## config.mk

```make
export PLATFORM = sky130hd
export DESIGN_NAME = target_frame_sequencer
export DESIGN_NICKNAME = d
export VERILOG_FILES = /design/src/rtl/target_pkg.sv /design/src/rtl/target_next_valid.sv /design/src/rtl/target_frame_sequencer.sv
export SDC_FILE = /design/constraint.sdc
export NUM_CORES = 1
export LEC_CHECK = 0
export ABC_CLOCK_PERIOD_IN_PS = 7400
export BUFFER_PORTS_ARGS = -buffer_cell sky130_fd_sc_hd__buf_2
export CAP_MARGIN = 0
export CORE_ASPECT_RATIO = 1.5
export CORE_MARGIN = 5
export CORE_UTILIZATION = 35
export DETAILED_ROUTE_END_ITERATION = 6
export MAX_ROUTING_LAYER = met4
export PLACE_DENSITY = 0.63
export SKIP_LAST_GASP = 1
export SLEW_MARGIN = 25
export SYNTH_ARGS = -nofsm -noshare
export SYNTH_HDL_FRONTEND = slang
export SYNTH_SLANG_ARGS = --single-unit
export TNS_END_PERCENT = 5
```

## constraint.sdc

```tcl
create_clock -name clk_in -period 7.4 [get_ports clk_in]
set_clock_uncertainty 0.15 [all_clocks]
set_input_delay 0.37 -clock clk_in [delete_from_list [all_inputs] [get_ports clk_in]]
set_output_delay 0.37 -clock clk_in [all_outputs]
set_load 0.1 [all_outputs]
```

## src/rtl/target_pkg.sv

```systemverilog
// Shared state encoding, slot record type and default screen geometry for the target frame sequencer.
package target_pkg;
  localparam int NUM_TARGETS_DEF   = 4;
  localparam int SCREEN_WIDTH_DEF  = 1280;
  localparam int SCREEN_HEIGHT_DEF = 720;
  localparam int XW = $clog2(SCREEN_WIDTH_DEF) + 1;
  localparam int YW = $clog2(SCREEN_HEIGHT_DEF) + 1;

  typedef enum logic [2:0] {IDLE, CAPTURE, SCAN, PRESENT, DONE} seq_state_t;

  typedef struct packed {
    logic [XW-1:0] x;
    logic [YW-1:0] y;
    logic [YW-1:0] diam;
    logic          valid;
  } target_t;

  function automatic int idx_width(input int n);
    return (n > 1) ? $clog2(n) : 1;
  endfunction
endpackage

```

## src/rtl/target_next_valid.sv

```systemverilog
// Combinational priority finder: lowest set bit of elig_i whose index is >= start_i.
// Zero latency; a start pointer past the last slot simply reports nothing found.
module target_next_valid #(
  parameter int NUM_TARGETS = 4,
  parameter int IW          = 2
) (
  input  logic [NUM_TARGETS-1:0] elig_i,
  input  logic [IW:0]            start_i,
  output logic                   found_o,
  output logic [IW-1:0]          idx_o
);
  localparam int PW = IW + 1;

  always_comb begin
    found_o = 1'b0;
    idx_o   = '0;
    // Walking downwards lets the lowest qualifying index win.
    for (int i = NUM_TARGETS - 1; i >= 0; i--) begin
      if (elig_i[i] && (PW'(i) >= start_i)) begin
        found_o = 1'b1;
        idx_o   = IW'(i);
      end
    end
  end
endmodule

```

## src/rtl/target_frame_sequencer.sv

```systemverilog
// Snapshots detector slots at frame end, clears the detector, streams eligible slots over valid/ready.
// First beat 3 cycles after frame_end, beat held under backpressure; TARGET_FILTER_EN adds a min-diameter filter.
module target_frame_sequencer
  import target_pkg::*;
#(
  parameter int NUM_TARGETS   = NUM_TARGETS_DEF,
  parameter int SCREEN_WIDTH  = SCREEN_WIDTH_DEF,
  parameter int SCREEN_HEIGHT = SCREEN_HEIGHT_DEF,
`ifdef TARGET_FILTER_EN
  parameter int MIN_DIAMETER  = 4,
`endif
  localparam int PXW = $clog2(SCREEN_WIDTH) + 1,
  localparam int PYW = $clog2(SCREEN_HEIGHT) + 1,
  localparam int IW  = idx_width(NUM_TARGETS)
) (
  input  logic           clk_in,
  input  logic           rst_in,
  input  logic [PXW-1:0] hcount_in,
  input  logic [PYW-1:0] vcount_in,
  input  logic [PXW-1:0] det_x_in     [NUM_TARGETS],
  input  logic [PYW-1:0] det_y_in     [NUM_TARGETS],
  input  logic [PYW-1:0] det_diam_in  [NUM_TARGETS],
  input  logic           det_valid_in [NUM_TARGETS],
  output logic           det_clear_out,
  output logic [PXW-1:0] tgt_x_out,
  output logic [PYW-1:0] tgt_y_out,
  output logic [PYW-1:0] tgt_diam_out,
  output logic [IW-1:0]  tgt_idx_out,
  output logic           tgt_valid_out,
  input  logic           tgt_ready_in,
  output logic           frame_done_out,
  output logic [7:0]     drop_count_out
);
  localparam int PW = IW + 1;
  localparam logic [PYW-1:0] LAST_LINE = PYW'(SCREEN_HEIGHT);
`ifdef TARGET_FILTER_EN
  localparam logic [YW-1:0] MIN_DIAM = YW'(MIN_DIAMETER);
`endif

  seq_state_t           state_q, state_d;
  target_t              snap_q [NUM_TARGETS];
  target_t              snap_d [NUM_TARGETS];
  logic                 hit, hit_q, fe_q, clear_q;
  logic [7:0]           drop_q, drop_d;
  logic [PW-1:0]        ptr_q, ptr_d;
  logic [PXW-1:0]       tx_q, tx_d;
  logic [PYW-1:0]       ty_q, ty_d, td_q, td_d;
  logic [IW-1:0]        tidx_q, tidx_d;
  logic                 tvld_q, tvld_d;
  logic [NUM_TARGETS-1:0] elig;
  logic                 found;
  logic [IW-1:0]        found_idx;

  assign hit = (hcount_in == '0) && (vcount_in == LAST_LINE);

  for (genvar i = 0; i < NUM_TARGETS; i++) begin : g_elig
`ifdef TARGET_FILTER_EN
    assign elig[i] = snap_q[i].valid && (snap_q[i].diam >= MIN_DIAM);
`else
    assign elig[i] = snap_q[i].valid;
`endif
  end

  // ptr_q always points one past the last presented slot, so during PRESENT the
  // finder already knows whether any beat remains and DONE follows the last transfer directly.
  target_next_valid #(.NUM_TARGETS(NUM_TARGETS), .IW(IW)) u_next_valid (
    .elig_i  (elig),
    .start_i (ptr_q),
    .found_o (found),
    .idx_o   (found_idx)
  );

  always_comb begin
    state_d = state_q;
    snap_d  = snap_q;
    ptr_d   = ptr_q;
    tx_d    = tx_q;
    ty_d    = ty_q;
    td_d    = td_q;
    tidx_d  = tidx_q;
    tvld_d  = tvld_q;
    drop_d  = drop_q;
    if (fe_q && (state_q != IDLE) && (drop_q != 8'hFF)) drop_d = drop_q + 8'd1;
    case (state_q)
      IDLE: if (fe_q) state_d = CAPTURE;
      CAPTURE: begin
        for (int i = 0; i < NUM_TARGETS; i++) begin
          snap_d[i].x     = det_x_in[i];
          snap_d[i].y     = det_y_in[i];
          snap_d[i].diam  = det_diam_in[i];
          snap_d[i].valid = det_valid_in[i];
        end
        ptr_d   = '0;
        state_d = SCAN;
      end
      SCAN: begin
        if (found) begin
          tx_d    = snap_q[found_idx].x;
          ty_d    = snap_q[found_idx].y;
          td_d    = snap_q[found_idx].diam;
          tidx_d  = found_idx;
          tvld_d  = 1'b1;
          ptr_d   = PW'(found_idx) + PW'(1);
          state_d = PRESENT;
        end else begin
          state_d = DONE;
        end
      end
      PRESENT: begin
        if (tgt_ready_in) begin
          tvld_d  = 1'b0;
          state_d = found ? SCAN : DONE;
        end
      end
      DONE:    state_d = IDLE;
      default: state_d = IDLE;
    endcase
  end

  always_ff @(posedge clk_in or posedge rst_in) begin
    if (rst_in) begin
      state_q <= IDLE;
      hit_q   <= 1'b0;
      fe_q    <= 1'b0;
      clear_q <= 1'b0;
      drop_q  <= '0;
      ptr_q   <= '0;
      tx_q    <= '0;
      ty_q    <= '0;
      td_q    <= '0;
      tidx_q  <= '0;
      tvld_q  <= 1'b0;
      for (int i = 0; i < NUM_TARGETS; i++) snap_q[i] <= '0;
    end else begin
      state_q <= state_d;
      hit_q   <= hit;
      fe_q    <= hit & ~hit_q;
      clear_q <= fe_q;
      drop_q  <= drop_d;
      ptr_q   <= ptr_d;
      tx_q    <= tx_d;
      ty_q    <= ty_d;
      td_q    <= td_d;
      tidx_q  <= tidx_d;
      tvld_q  <= tvld_d;
      snap_q  <= snap_d;
    end
  end

  assign det_clear_out  = clear_q;
  assign tgt_x_out      = tx_q;
  assign tgt_y_out      = ty_q;
  assign tgt_diam_out   = td_q;
  assign tgt_idx_out    = tidx_q;
  assign tgt_valid_out  = tvld_q;
  assign frame_done_out = (state_q == DONE);
  assign drop_count_out = drop_q;
endmodule

```

# [After elaboration in Yosys (flattened, before gate mapping)]
# Cells that the tools add are included.
[classes] eq_ne=9 muxes=21 add_sub_neg=2 n_reduce_logical=16 n_bitwise=3 order_cmp=5
[op_table] cell="35-bit binary-select mux with 2-bit select" count=1
[op_table] cell="35-bit two-way mux" count=2
[op_table] cell="3-bit two-way mux" count=5
[op_table] cell="12-bit logical NOT" count=1
[op_table] cell="3-bit one-hot mux with 4 select lines" count=1
[op_table] cell="11-bit by 10-bit equality test with 1-bit output, second input constant" count=1
[op_table] cell="8-bit by 1-bit adder with 8-bit output, second input constant" count=1
[op_table] cell="2-bit two-way mux" count=4
[op_table] cell="8-bit != test, second input constant" count=1
[op_table] cell="1-bit logical AND" count=7
[op_table] cell="3-bit by 2-bit equality test with 1-bit output, second input constant" count=2
[op_table] cell="1-bit by 3-bit >= comparator with 1-bit output, first input constant" count=2
[op_table] cell="2-bit by 3-bit >= comparator with 1-bit output, first input constant" count=2
[op_table] cell="1-bit two-way mux" count=6
[op_table] cell="2-bit != test, second input constant" count=3
[op_table] cell="3-bit one-hot mux with 2 select lines" count=1
[op_table] cell="2-bit AND reduction" count=3
[op_table] cell="2-bit nonzero test" count=2
[op_table] cell="2-bit by 1-bit adder with 3-bit output, second input constant" count=1
[op_table] cell="3-bit by 1-bit equality test with 1-bit output, second input constant" count=1
[op_table] cell="3-bit equality test, second input constant" count=1
[op_table] cell="3-bit >= comparator, second input constant" count=1
[op_table] cell="3-bit logical NOT" count=1
[op_table] cell="2-bit NOT with 3-bit output" count=1
[op_table] cell="other kinds (5)" count=5
[word_totals] out_inout_bits=47 word_cells=83 regBits=194

# [Longest topological paths before layout]
# Gate-level depths: netlist of run 1.
[logic_depth] ltp_word=10 ltp_mapped=8 mapped_depth_nobuf=6

# [Hierarchy]
# A second synthesis of run 1 with hierarchy kept.
[hier_totals] hier_cells=512 hier_area_um2=8304.2
[by_module_without_submodules] mod="target_frame_sequencer" area_per_inst_um2=8236.6 instances=1 cells_per_inst=501 seq_area_each_um2=4854.7
[by_module_without_submodules] mod="target_next_valid" area_per_inst_um2=67.6 instances=1 cells_per_inst=11 seq_area_each_um2=0.0

# [Worst setup path after synthesis of run 1]
# No wires, ideal clock.
[synth_path] path_kind="register to register" from="register drop_q[0], in the netlist drop_count_out[0]" to="register drop_q[5], in the netlist drop_count_out[5]" path_slack_ns=4.981 path_stages_with_launch=7 n_path_buf=0 t_arrival_ns=2.107 t_required_ns=7.088 cell_sequence="dfrtp_1 ha_1 and3_1 a31oi_2 nand4_1 nor2_1 xor2_1"
[synth_between] elab_chain_len=2
[synth_rtl] element="start: declaration" line="target_frame_sequencer.sv:44" text="logic [7:0] drop_q, drop_d;"
[synth_rtl] element="start signal: assignment" line="target_frame_sequencer.sv:139" text="drop_q <= drop_d;"
[synth_rtl] element="parallel branches: the longest is 2 deep, another holds 8-bit by 1-bit adder with 8-bit output"
# Parallel ways; which one is timed is not known.
# A chain may end at the register's enable or synchronous reset.

# [Final worst setup path of run 1]
[layout_path] from="register state_q[1]" to="register snap_q[15] in the netlist's numbering"
[layout_between] elab_chain_len=1
[layout_rtl] element="start: declaration" line="target_frame_sequencer.sv:40" text="seq_state_t state_q, state_d;"
[layout_rtl] element="start signal: assignment" line="target_frame_sequencer.sv:135" text="state_q <= state_d;"
[layout_rtl] element="3-bit by 1-bit equality test with 1-bit output" line="target_frame_sequencer.sv:84" text="case (state_q)"
[layout_rtl] element="end signal: assignment" line="target_frame_sequencer.sv:146" text="snap_q <= snap_d;"
[layout_rtl] element="end: declaration" line="target_frame_sequencer.sv:41" text="target_t snap_q [NUM_TARGETS];"
# Every way passes these cells.

==> run summary, run 1 <==
Outcome = finished clean
# DRC = 0
Setup crit end kind = register
Die area = 0.0274 mm2
Post-DP HPWL = 14400 um
First-pass GRT wire length = 38700 um
Worst-Margin Slew = 1.05 ns
GPL Wtd Cong = 0.757
Layout cells sized above 1 = 22.3%
Design area = 0.0117 mm2
Final #Nets = 1375
Starting density of the core = 35.5%
Initial antenna violation count = 3
Tmin final = 2.44 ns
Top_reg_cell synth = dfrtp_1
Pre-antenna DRT Iters = 4
Core Area = 0.0237 mm2
Net Count, Synth = 1046
Total gr overflow = 0
CTS Buffer Depth = 2
Distinct cells, synth = 42
CTS Buf Count = 17
Seq/Total Area, Yosys = 57.5%
Clock sinks = 194
CP Class = reg -> reg
Input/output buffers = 212
Routed Antenna Nets = 0
Leading cell types in the layout, fill and taps excluded = 465 x nand2_1, 212 x buf_2, 194 x dfrtp_1
Max Slew Vio Count = 0
Worst VDD drop = 0.154 mV
CTS tree = built
Wire per inst = 15.4 um
Via Count = 7219
Worst EP arrival = 2.66 ns
EDFF count, synth = 0
Period utilisation layout = 33.0%
H-tree Lvls = 4
Async set-reset flop share out of synthesis = 100%
Fin Setup TNS = 0 ns
Worst Hold Class = in -> reg
Routed WL = 23800 um
CP Max Fanout = 57
IO Pins = 213
Vias in the first global route = 7839
Fin. Hold Viols = 0
RSZ-0062 raised after global routing = false
Clk Latency, worst-skew pair = 0.44 ns
Row count = 69
Rel. slew slack = 29.7%
Fmax = 409 MHz
Startpoint Class = register
Area growth syn-to-layout = 38.8%
Maxcap violations = 0
Setup violators final = 0
CP Data Required Time = 7.62 ns
PwrDens = 186 mW/mm2
Leakage power = 5.53 nW
Largest net degree at the start of global routing = 125
Synth Cell Area = 0.00844 mm2
Post-synthesis register bit count = 194
Area after DPL = 0.00967 mm2
Most common cell after layout, fill and taps aside = nand2_1
Root Buffer = clkbuf_16
Die H = 200 um
Post-Syn Instances = 878
Post-Syn Area per Cell = 9.61 um2
DR iter-0 viols = 358
Syn. warnings = 0
GRT Total Usage = 18.3%
Via/cell ratio = 4.68
Reg clk slew, reported paths = 0.07 ns
# fillers = 2160
Die width = 137 um
-- layout make-up --
class                      count  area [um2]  share of cell area, %
timing repair buffer         359        2530                   21.6
clock inverter                12         169                   1.44
multi-input combinational    632        3270                   27.9
tap                          319         399                   3.41
inverter                       3        18.8                  0.160
sequential                   194        4850                   41.5
antenna                        4        10.0                 0.0855
clock buffer                  20         457                   3.90
-- registers in the layout (all words and copies together) (netlist names) --
signal,count
tgt_diam_out,11
det_clear_out,1
tgt_idx_out,2
ptr_q,3
fe_q,1
tgt_x_out,12
tgt_valid_out,1
hit_q,1
elig,4
state_q,3
snap_q,136
tgt_y_out,11
drop_count_out,8
-- worst max-delay path, stage by stage (launching register included) --
cell	delay (ns)
dfrtp_1	0.45
nor2_1	0.25
and2_4	0.47
buf_4	0.52
buf_16	0.29
nand2_1	0.10
nand2_1	0.06
-- final timing paths --
check	end	depth (start not counted)	slack, ns	startpoint
max	snap_q[15]	6	4.96	state_q[1]
min	snap_q[110]	3	0.04	det_diam_in[37]
max reg2reg	snap_q[15]	6	4.96	state_q[1]
min reg2reg	fe_q	1	0.26	hit_q
max in group asynchronous	snap_q[27]	4	5.06	rst_in
min in group asynchronous	snap_q[136]	3	0.48	rst_in
-- report_power, final --
part	switching, mW	total [mW]	internal, mW
Sequential	0.0000426	1.06	1.06
Clock	0.427	0.986	0.559
Combinational	0.0495	0.130	0.0805
-- through the flow --
stage / instances / hold WS [ns] / power, mW / setup slack [ns] / utilization, %
detailed placement: 1367 / 0.252 / 1.15 / 4.95 / 40.7
finish: 1543 / 0.0354 / 2.18 / 4.96 / 49.3
floorplan: 878 / 0.224 / 1.10 / 1.60 / -
global placement: 1366 / 0.244 / 1.15 / 4.83 / 40.6
CTS: 1539 / 0.00765 / 2.21 / 4.93 / 49.3
global route: 1542 / 0.00975 / 2.26 / 4.72 / 49.3
-- kinds of logic after synthesis --
| kind of cell | Yosys count | synth area share, % |
|---|---|---|
| flip-flops | 194 | 57.5 |
| multiplexers | 69 | 8.20 |
| XOR/XNOR | 7 | 0.726 |
| AO/OA/AOI/OAI | 56 | 6.21 |
| adder cells (fa/ha/maj) | 2 | 0.296 |
| AND/OR/NAND/NOR | 498 | 23.0 |
| buffers and inverters | 52 | 4.08 |
-- timing repair --
action,in CTS,in global routing
hold buffers,140,0
setup endpoints to repair,0,0
gates resized for setup,0,0
buffers inserted,0,0
hold endpoints to repair,159,0
-- cell usage after synthesis, drive strengths merged (3+ instances only) --
library cell	instances	area [um2]
a21oi	5	25.0
buf	30	262
clkbuf	19	71.3
dfrtp	194	4850
inv	3	11.3
mux2i	68	681
nand2	468	1760
nand4	4	25.0
nor2	9	41.3
nor2b	3	18.8
nor3	3	15.0
nor4	3	18.8
o21ai	6	33.8
o221ai	34	360
xnor2	4	35.0
xor2	3	26.3
-- routing by layer --
metal	wire [um]	global-route usage [%]	vias to the layer above
met2	12400	31.2	170
li1	-	-	3506
met5	0	-	-
met3	820	2.56	48
met1	9740	20.9	3495
met4	813	8.74	0
Power figures use the tool's default switching activity.
==> run 2: changes to the inputs <==
--- a/config.mk
+++ b/config.mk
@@ -5,7 +5,8 @@
 export SDC_FILE = /design/constraint.sdc
 export NUM_CORES = 1
 export LEC_CHECK = 0
-export ABC_CLOCK_PERIOD_IN_PS = 7400
+export ABC_AREA = 1
+export ABC_CLOCK_PERIOD_IN_PS = 2200
 export BUFFER_PORTS_ARGS = -buffer_cell sky130_fd_sc_hd__buf_2
 export CAP_MARGIN = 0
 export CORE_ASPECT_RATIO = 1.5
@@ -13,7 +14,7 @@
 export CORE_UTILIZATION = 35
 export DETAILED_ROUTE_END_ITERATION = 6
 export MAX_ROUTING_LAYER = met4
-export PLACE_DENSITY = 0.63
+export PLACE_DENSITY = 0.64
 export SKIP_LAST_GASP = 1
 export SLEW_MARGIN = 25
 export SYNTH_ARGS = -nofsm -noshare
==> constraint.sdc (replaced) <==
create_clock -name clk_in -period 2.2 [get_ports clk_in]
set_clock_uncertainty 0.15 [all_clocks]
set_input_delay 0.11 -clock clk_in [delete_from_list [all_inputs] [get_ports clk_in]]
set_output_delay 0.11 -clock clk_in [all_outputs]
set_load 0.1 [all_outputs]
==> run 2 against run 1 <==
  * Die area is 6.1% higher
  * Utilization is 0.061 points higher
  * Combinational power grew to 3.6 times the previous value
  * Highest routed layer unchanged
  * Critical endpoint is now fe_q
  * Critical path type is now in -> reg
  * Synthesized area is 6.5% higher
==> run summary, run 2 <==
Post-synthesis register bit count = 194 (unchanged)
Worst VDD drop = 0.512 mV (+230%)
Clk Latency, worst-skew pair = 0.44 ns (about the same)
Fin Setup TNS = 0 ns (unchanged)
Syn. warnings = 0 (unchanged)
Post-Syn Instances = 1126 (+28%)
Place WS = 0.276 ns (-4.68 ns)
H-tree Lvls = 4 (unchanged)
Area share of the leading cell type in the synthesized netlist = 54.0% (-3.5 points)
Leading cell types in the layout, fill and taps excluded = 380 x nand2_1, 212 x buf_2, 194 x dfrtp_1
Final Non-Filler Cells = 1826 (+18%)
Count leader, synth = nand2_1
First-pass GRT wire length = 43500 um (+12%)
Synth top area cells = dfrtp_1 54%, nand2_1 16%, nand3_1 7.9%
Period utilisation layout = 96.9%
Vias in the first global route = 8678 (+11%)
Layout cells sized above 1 = 19.6% (-2.7 points)
Max reg flops = 136 (unchanged)
Post-CTS setup buffer count = 0 (unchanged)
Pre-antenna DRT Iters = 5 (+1)
Reg with most FFs = snap_q
DR iter-0 viols = 493 (+38%)
Routed WL = 26800 um (+13%)
Via Count = 8430 (+17%)
Starting density of the core = 35.1% (-0.40 points)
Area growth syn-to-layout = 40.5%
IO Pins = 213 (unchanged)
Fmax = 469 MHz
Tot Pwr = 7.16 mW (+230%)
Distinct cells, synth = 30 (-29%)
Post-Synth Adder-Cell Area = 0.278% (-0.018 points)
Startpoint Class = input port
Post-DP HPWL = 17600 um (+22%)
Die width = 141 um (+3.0%)
Row count = 72 (+4.3%)
Outcome = finished clean
Multi-input logic area = 0.00321 mm2 (-1.8%)
Net Count, Synth = 1294 (+24%)
PwrDens = 566 mW/mm2 (+200%)
CTS tree = built
# fillers = 2399 (+11%)
Post-Syn Area per Cell = 7.99 um2 (-17%)
Die area = 0.0291 mm2 (+6.1%)
# DRC = 0 (unchanged)
CP Class = in -> reg
Worst EP arrival = 2.34 ns (-0.32 ns)
Worst Hold Class = in -> async
Post-layout worst setup margin = 0.0672 ns (-4.89 ns)
Fin. Hold Viols = 0 (unchanged)
Top_reg_cell synth = dfrtp_1
Routed Antenna Nets = 0 (unchanged)
Core Util, Final = 49.4% (+0.061 points)
Crit. Startpoint = vcount_in[4]
Async set-reset flop share out of synthesis = 100% (unchanged)
CP Data Required Time = 2.41 ns (-5.21 ns)
Xor-xnor portion of the synthesized cell area = 0.682% (-0.045 points)
Seq/Total Area, Yosys = 54.0% (-3.5 points)
Most common cell after layout, fill and taps aside = nand2_1
Largest family of logic cells by synthesized area = simple AND/OR/NAND/NOR gates
RSZ-0062 raised after global routing = false
Synth cell count leaders = 380 x nand2_1, 194 x dfrtp_1, 151 x inv_1, 142 x nand3_1, 127 x o21ai_0
Clock sinks = 194 (unchanged)
Final #Nets = 1642 (+19%)
Leakage power = 6.41 nW (+16%)
Max Slew Vio Count = 0 (unchanged)
Worst R2R Start = ptr_q[2]
Worst r2r path cells = 9 (+3)
Setup crit end = fe_q
Reg2reg setup slack = 0.27 ns (-4.69 ns)
Largest net degree at the start of global routing = 86 (-31%)
Total gr overflow = 0 (unchanged)
Placed cells = 1634 (+20%)
CP Max Fanout = 2 (-96%)
Area after DPL = 0.0105 mm2 (+8.4%)
GPL Wtd Cong = 0.845 (+12%)
Via/cell ratio = 4.62 (-1.3%)
GRT Total Usage = 19.2% (+0.90 points)
Register area = 0.00485 mm2 (unchanged)
Setup violators final = 0 (unchanged)
Maxcap violations = 0 (unchanged)
Final hold slack = 0.0302 ns (-0.00521 ns)
Core Area = 0.0256 mm2 (+7.8%)
Synth Cell Area = 0.00899 mm2 (+6.5%)
Reg clk slew, reported paths = 0.08 ns (about the same)
Post-Synth Simple-Gate Area = 26.5% (+3.5 points)
Initial antenna violation count = 6 (+3)
Compound-Gate Fraction of Synth Area = 8.21% (+2.0 points)
Die H = 206 um (+3.1%)
Setup crit end kind = register
CTS Buffer Depth = 2 (unchanged)
Rel. slew slack = 65.2% (+35 points)
Design area = 0.0126 mm2 (+7.9%)
Input/output buffers = 212 (unchanged)
EDFF count, synth = 0 (unchanged)
Portion of netlist area occupied by mux cells = 0% (-8.2 points)
Worst-Margin Slew = 0.525 ns (-0.525 ns)
Root Buffer = clkbuf_16
Tmin final = 2.13 ns
Post-synth top area cell = dfrtp_1
CTS Buf Count = 17 (unchanged)
Wire per inst = 14.7 um (-4.7%)
Critical R2R Capture = tgt_y_out[6]
## run 2: cell types whose count changed after synthesis, moves of 9 or more
cell,previous run,this run
inv_1,3,151
nand3_1,1,142
o21ai_0,5,127
nand2_1,467,380
mux2i_1,68,0
buf_2,8,40
o221ai_1,24,0
o21ai_1,0,15
clkbuf_1,19,8
o221ai_2,10,0
buf_4,0,9
## run 2: timing repair
action | CTS | global route
resized for setup | 0 | 1
endpoints found under the setup margin | 0 | 2
hold endpoints to repair | 271 | 2
hold buffers | 148 | 7
## run 2: area by class of cell
type / count / area share, %
well taps: 333 / 3.30
flip-flops and latches: 194 / 38.4
repair buffers: 393 / 23.5
multi-input cells: 712 / 25.4
clock buffers: 19 / 3.43
diodes: 6 / 0.119
clock inverters: 13 / 1.19
inverters: 156 / 4.66
## run 2: cell families (layout without fill, tap and decap cells)
family          Yosys count  in the layout
flops                   194            194
compound gates          146            146
other cells               0              6
simple gates            557            557
xor+xnor                  7              7
buf+inv                 220            581
fa+ha+maj                 2              2
## run 2: power by group
group | total [mW] | switching, mW | internal (mW)
registers | 3.56 | 0.000221 | 3.56
clock network | 3.12 | 1.42 | 1.70
logic | 0.469 | 0.174 | 0.295
## run 2: metal layers
metal | wire length, um | GRT usage (%) | part of all wire (%)
met1 | 11300 | 22.7 | 42
met2 | 13100 | 31.5 | 49
met3 | 1130 | 3.31 | 4.2
met4 | 1280 | 9.73 | 4.8
met5 | 0 | - | 0
## run 2: critical path: stages
cell           delay (ns)
dlygate4sd3_1        0.52
buf_2                0.10
nand2_1              0.04
dlygate4sd3_1        0.56
nor2_1               0.14
dlygate4sd3_1        0.59
nand4_1              0.16
nor3_2               0.13
## run 2: how the worst min path moves through the flow
stage	from	slack, ns	to
2_1_floorplan	det_valid_in[1]	0.08	elig[2]
3_3_place_gp	rst_in	-0.04	snap_q[41]
3_5_place_dp	rst_in	-0.05	snap_q[41]
4_1_cts	rst_in	0.03	snap_q[41]
5_1_grt	rst_in	0.05	snap_q[114]
6_report	rst_in	0.03	snap_q[114]
